===== config.mk =====
export PLATFORM = sky130hd
export DESIGN_NAME = matrix_mult_sequencer
export DESIGN_NICKNAME = d
export VERILOG_FILES = /design/src/rtl/matmul_pkg.sv /design/src/rtl/mac_unit.sv /design/src/rtl/matrix_mult_sequencer.sv
export SDC_FILE = /design/constraint.sdc
export NUM_CORES = 2
export LEC_CHECK = 0
export ABC_AREA = 1
export CELL_PAD_IN_SITES_DETAIL_PLACEMENT = 1
export CELL_PAD_IN_SITES_GLOBAL_PLACEMENT = 1
export CORE_MARGIN = 3
export CORE_UTILIZATION = 47
export CTS_CLUSTER_SIZE = 24
export DETAILED_ROUTE_END_ITERATION = 12
export PLACE_DENSITY_LB_ADDON = 0.1
export SLEW_MARGIN = 30
export SYNTH_ARGS = -nofsm -noshare
export SYNTH_HDL_FRONTEND = slang
export SYNTH_SLANG_ARGS = --single-unit

===== constraint.sdc =====
create_clock -name clock -period 10.73 [get_ports clock]
set_input_delay 1.073 -clock clock [delete_from_list [all_inputs] [get_ports clock]]
set_output_delay 1.073 -clock clock [all_outputs]
set_load 0.005 [all_outputs]

===== src/rtl/matmul_pkg.sv =====
// matmul_pkg
//   Shared declarations for the matrix multiply sequencer:
//   - seq_state_t : sequencer FSM states (IDLE, RUN, WRITE, DONE)
//   - acc_width() : accumulator width that holds a full-precision sum of
//                   'acolumns' products of two width_bit signed operands
package matmul_pkg;

    typedef enum logic [1:0] {
        IDLE  = 2'd0,
        RUN   = 2'd1,
        WRITE = 2'd2,
        DONE  = 2'd3
    } seq_state_t;

    // 2*W bits for one product, plus enough guard bits for K additions.
    function automatic int acc_width(input int width_bit, input int acolumns);
        return 2 * width_bit + $clog2(acolumns + 1);
    endfunction

endpackage


===== src/rtl/mac_unit.sv =====
// mac_unit
//   Signed multiply-accumulate with a full-precision product and no
//   saturation.
//   Ports:
//     clock, reset : rising-edge clock, synchronous active-high reset
//     clr          : start a fresh sum (with en) or zero the sum (without en)
//     en           : accumulate a*b this cycle
//     a, b         : signed operands, WIDTH_BIT each
//     acc          : signed running sum, ACC_W bits
module mac_unit #(
    parameter int WIDTH_BIT = 32,
    parameter int ACC_W     = 66
) (
    input  logic                        clock,
    input  logic                        reset,
    input  logic                        clr,
    input  logic                        en,
    input  logic signed [WIDTH_BIT-1:0] a,
    input  logic signed [WIDTH_BIT-1:0] b,
    output logic signed [ACC_W-1:0]     acc
);

    localparam int PROD_W = 2 * WIDTH_BIT;

    // Sign-extend the exact product into the accumulator width.
    function automatic logic signed [ACC_W-1:0] sext_prod(
        input logic signed [PROD_W-1:0] p
    );
        return {{(ACC_W - PROD_W){p[PROD_W-1]}}, p};
    endfunction

    logic signed [PROD_W-1:0] prod;
    logic signed [ACC_W-1:0]  prod_ext;

    assign prod     = a * b;
    assign prod_ext = sext_prod(prod);

    always_ff @(posedge clock) begin
        if (reset) begin
            acc <= '0;
        end else if (en) begin
            acc <= (clr ? '0 : acc) + prod_ext;
        end else if (clr) begin
            acc <= '0;
        end
    end

endmodule


===== src/rtl/matrix_mult_sequencer.sv =====
// matrix_mult_sequencer
//   Computes C = A * B by walking the indices i (row of C), j (column of C)
//   and k (inner dimension) against an external matrix access memory that
//   returns A[i][k] and B[k][j] in the same cycle. Each C element takes
//   ACOLUMNS RUN cycles followed by one WRITE cycle; elements come out in
//   row-major order, followed by a one-cycle DONE.
//   Ports:
//     clock, reset      : rising-edge clock, synchronous active-high reset
//     start             : one-cycle request to begin (ignored while busy)
//     Aik, Bkj          : signed operands from the access memory
//     i, j, k           : indices to the access memory
//     ena               : access enable, high only in RUN
//     busy              : high in any state other than IDLE
//     done              : one-cycle completion pulse
//     c_valid           : c_row / c_col / c_data valid this cycle
//     c_row, c_col      : coordinates of the C element
//     c_data            : C element value, ACC_W bits signed
module matrix_mult_sequencer
    import matmul_pkg::*;
#(
    parameter int AROWS     = 3,
    parameter int ACOLUMNS  = 3,
    parameter int BCOLUMNS  = 3,
    parameter int WIDTH_BIT = 32,
    localparam int ACC_W    = acc_width(WIDTH_BIT, ACOLUMNS)
) (
    input  logic                        clock,
    input  logic                        reset,
    input  logic                        start,
    input  logic signed [WIDTH_BIT-1:0] Aik,
    input  logic signed [WIDTH_BIT-1:0] Bkj,
    output logic [WIDTH_BIT-1:0]        i,
    output logic [WIDTH_BIT-1:0]        j,
    output logic [WIDTH_BIT-1:0]        k,
    output logic                        ena,
    output logic                        busy,
    output logic                        done,
    output logic                        c_valid,
    output logic [WIDTH_BIT-1:0]        c_row,
    output logic [WIDTH_BIT-1:0]        c_col,
    output logic signed [ACC_W-1:0]     c_data
);

    localparam logic [WIDTH_BIT-1:0] I_LAST = WIDTH_BIT'(AROWS - 1);
    localparam logic [WIDTH_BIT-1:0] J_LAST = WIDTH_BIT'(BCOLUMNS - 1);
    localparam logic [WIDTH_BIT-1:0] K_LAST = WIDTH_BIT'(ACOLUMNS - 1);

    seq_state_t              state;
    logic                    mac_en;
    logic                    mac_clr;
    logic signed [ACC_W-1:0] acc;

    // The first product of each element overwrites the sum; the sum is also
    // zeroed when a new multiply is accepted from IDLE.
    assign mac_en  = (state == RUN);
    assign mac_clr = (state == RUN) ? (k == '0) : ((state == IDLE) && start);

    mac_unit #(
        .WIDTH_BIT (WIDTH_BIT),
        .ACC_W     (ACC_W)
    ) u_mac (
        .clock (clock),
        .reset (reset),
        .clr   (mac_clr),
        .en    (mac_en),
        .a     (Aik),
        .b     (Bkj),
        .acc   (acc)
    );

    // Indices hold through WRITE, so they name the element being written.
    assign c_row  = i;
    assign c_col  = j;
    assign c_data = acc;

    // Outputs are registered together with the state so each one matches
    // the state it belongs to.
    always_ff @(posedge clock) begin
        if (reset) begin
            state   <= IDLE;
            i       <= '0;
            j       <= '0;
            k       <= '0;
            ena     <= 1'b0;
            busy    <= 1'b0;
            done    <= 1'b0;
            c_valid <= 1'b0;
        end else begin
            done    <= 1'b0;
            c_valid <= 1'b0;
            case (state)
                IDLE: begin
                    if (start) begin
                        state <= RUN;
                        i     <= '0;
                        j     <= '0;
                        k     <= '0;
                        ena   <= 1'b1;
                        busy  <= 1'b1;
                    end
                end
                RUN: begin
                    if (k == K_LAST) begin
                        state   <= WRITE;
                        ena     <= 1'b0;
                        c_valid <= 1'b1;
                    end else begin
                        k <= k + 1'b1;
                    end
                end
                WRITE: begin
                    if (j < J_LAST) begin
                        j     <= j + 1'b1;
                        k     <= '0;
                        state <= RUN;
                        ena   <= 1'b1;
                    end else if (i < I_LAST) begin
                        i     <= i + 1'b1;
                        j     <= '0;
                        k     <= '0;
                        state <= RUN;
                        ena   <= 1'b1;
                    end else begin
                        state <= DONE;
                        done  <= 1'b1;
                    end
                end
                DONE: begin
                    state <= IDLE;
                    busy  <= 1'b0;
                end
                default: begin
                    state <= IDLE;
                    ena   <= 1'b0;
                    busy  <= 1'b0;
                end
            endcase
        end
    end

endmodule


==> impl_metrics.yaml <==
sta:
  fmax_ghz: 0.0980
  rsz0062_at_grt: "no"
  post-route-period-util_pct: 95.1
  hold_violations: 0
  setup_viol: 0
  relSlewSlack_pct: 43.6
  skew_ns: 0.0166
  setup_tns_ns: 0
  slew_violations: 0
  period_minus_slack_ns: 10.20
  max_slew.worst_pin.slew_ns: 0.845
synthesis:
  ys.flop_type: "dfxtp_1"
  netlist_instances: 6683
  netlist_area_mm2: 0.0499
  synthArstFlopShare_pct: 0
  synth.distinct_cells: 44
  syn_area_per_cell_um2: 7.46
  synth_enable_flop_cells: 0
  yosysSeqAreaShare_pct: 6.74
  syn-num-nets: 8088
  yosys_warnings: 0
  ys_ff_latch: 168
worst_setup_path:
  worstSetupPathType: "primary input to flop"
  max_stage_delay_ns: 0.68
  critPathSlowestCell: "clkdlybuf4s50_1"
  crit_fanout: 31
  crit_required_ns: 11.09
  cp-start-kind: "primary input"
  crit_arrival_ns: 10.56
  crit_path_frequent_cell: "inv_1"
  end_kind: "flop"
run_status:
  outcome: "finished clean"
worst_hold_path:
  min_path_type: "flop to flop"
routing:
  drt-pass1-iter-count: 6
  vias: 43700
  drc: 0
  wire_per_inst_um: 20.9
  drtAntennaViolNets: 0
  initialDrtViolationCount: 2334
  viasPerCell: 5.22
  wl_mm: 175
global_routing:
  overflow: 0
  grt_pass1_vias: 49400
  grt_pass1_wl_mm: 281
  antenna_found_initial: 0
  grt_usage_pct: 32.5
  grt_max_degree: 91
clock_tree:
  clk_pin_slew_ns: 0.08
  clk_path_buf_depth: 2
  cts_buffers: 17
  cts_hold_buf: 0
  h-tree-depth: 4
  clk_latency_ns: 0.47
  cts_tree: "done"
  cts-root-buf: "clkbuf_16"
  clkSinkCount: 168
  cts-resized-gates: 0
  cts_setup_buffers: 0
cells_and_area:
  diodes: 0
  area.growth.synth_to_final_pct: 13.4
  fin_nets: 8389
  drive_gt1_share_pct: 5.12
  fillCellCount: 13100
place:
  dpl.hpwl_mm: 153
  portBuffers: 296
  gp_congestion: 0.969
floorplanning:
  die_w_um: 332
  dieArea_mm2: 0.110
  initial_core_util_pct: 47.8
  ios: 297
  rows: 118
  chipHeight_um: 332
  coreArea_mm2: 0.104
flow_run:
  maxCapViolCount: 0
==> synthesized netlist by cell type, types with 22 or more instances <==
cell type,instances,area (um2)
inv_1,1841,6910
nand2_1,1625,6100
a21oi_1,233,1170
nor3_1,72,360
fa_1,1083,21700
a21o_1,23,173
o21ai_0,137,686
o211ai_1,24,180
o21bai_1,22,165
buf_4,64,480
xor2_1,65,569
nor2_1,495,1860
nor4_1,26,163
clkbuf_1,224,841
dfxtp_1,168,3360
nand3_1,152,761
ha_1,255,3190
nand4_1,30,188
xnor2_1,34,298
==> flip-flops by register name (all words and copies together), names as in the netlist, 2 cells and up <==
register / count
k: 32
state: 2
c_col: 32
c_row: 32
u_mac.acc: 66
==> kinds of logic after synthesis <==
group / after synthesis / synth area share [%]
XOR/XNOR: 99 / 1.74
flip-flops: 168 / 6.74
adder cells (fa/ha/maj): 1338 / 49.9
buffers and inverters: 2152 / 16.7
AO/OA/AOI/OAI: 485 / 5.45
AND/OR/NAND/NOR: 2441 / 19.5
==> placed cells by master, fill, tap and decap left out, types with 2 or more instances in the layout <==
cell,synthesis,final
ha_1,255,255
buf_4,64,243
a21o_1,23,23
o221ai_1,2,2
a21boi_1,1,2
nand3_1,152,152
clkdlybuf4s50_1,0,295
o21ai_0,137,137
o221a_2,2,2
o211ai_1,24,24
inv_2,5,6
clkinv_8,0,3
dfxtp_1,168,168
o21bai_1,22,22
xor2_1,65,65
nor2_1,495,495
o21a_1,11,11
o21ai_1,4,4
a21boi_0,8,7
clkinvlp_4,0,2
clkinv_4,0,2
xnor2_1,34,34
a21oi_1,233,232
nand4_1,30,30
inv_1,1841,1840
or2_2,19,19
a31oi_1,11,11
nor3_1,72,72
inv_8,0,4
nand2_1,1625,1625
nor4_1,26,25
inv_6,0,3
clkbuf_16,0,17
fa_1,1083,1083
and3_1,4,4
buf_12,0,48
nand3b_1,14,14
==> layout make-up <==
class / count / area (um2) / share of cell area [%]
sequential: 168 / 3360 / 5.95
inverter: 1847 / 6930 / 12.3
multi-input combinational: 4363 / 38200 / 67.5
tap: 1380 / 1730 / 3.05
clock inverter: 14 / 153 / 0.270
clock buffer: 18 / 439 / 0.777
timing repair buffer: 587 / 5750 / 10.2
==> critical path, delay by kind of cell <==
kind	cells	cell delay [ns]
adder cells (fa/ha/maj)	10	4.75
buffers and inverters	13	1.79
AND/OR/NAND/NOR	10	1.48
AO/OA/AOI/OAI	4	1.11
XOR/XNOR	1	0.31
==> per-layer routing <==
layer  global-route usage (%)  wire length [um]  part of all wire [%]
met5                        0                 0                     0
met2                     56.7             87400                    50
met1                     43.8             76000                    43
met4                     7.51              4140                   2.4
met3                     3.07              7260                   4.2
==> per-stage QoR <==
| step | worst slack (ns) | instance area [um2] | utilization [%] | instances | hold slack [ns] |
|---|---|---|---|---|---|
| finish | 0.529 | 56500 | 54.2 | 8377 | 0.467 |
| global route | 0.0176 | 56500 | 54.2 | 8377 | 0.509 |
| CTS | 0.556 | 56500 | 54.2 | 8377 | 0.466 |
| detailed placement | 0.103 | 55900 | 53.6 | 8345 | 0.453 |
| global placement | 0.186 | 55900 | 53.6 | 8345 | 0.448 |
| floorplan | 1.40 | 49900 | - | 6683 | 0.456 |
==> final timing paths <==
kind | endpoint | start | slack, ns | cells after the start
setup / recovery | u_mac.acc[60]$_SDFF_PP0_ | Bkj[8] | 0.53 | 38
hold / removal | ena$_SDFFE_PP0P_ | ena$_SDFFE_PP0P_ | 0.47 | 2
setup reg to reg | u_mac.acc[32]$_SDFF_PP0_ | state[0]$_SDFFE_PP0P_ | 4.73 | 25
hold reg to reg | ena$_SDFFE_PP0P_ | ena$_SDFFE_PP0P_ | 0.47 | 2
Power is left out: the tool's default activity adds up to more than one toggle a clock period on the data nets, which glitch-free logic cannot reach.
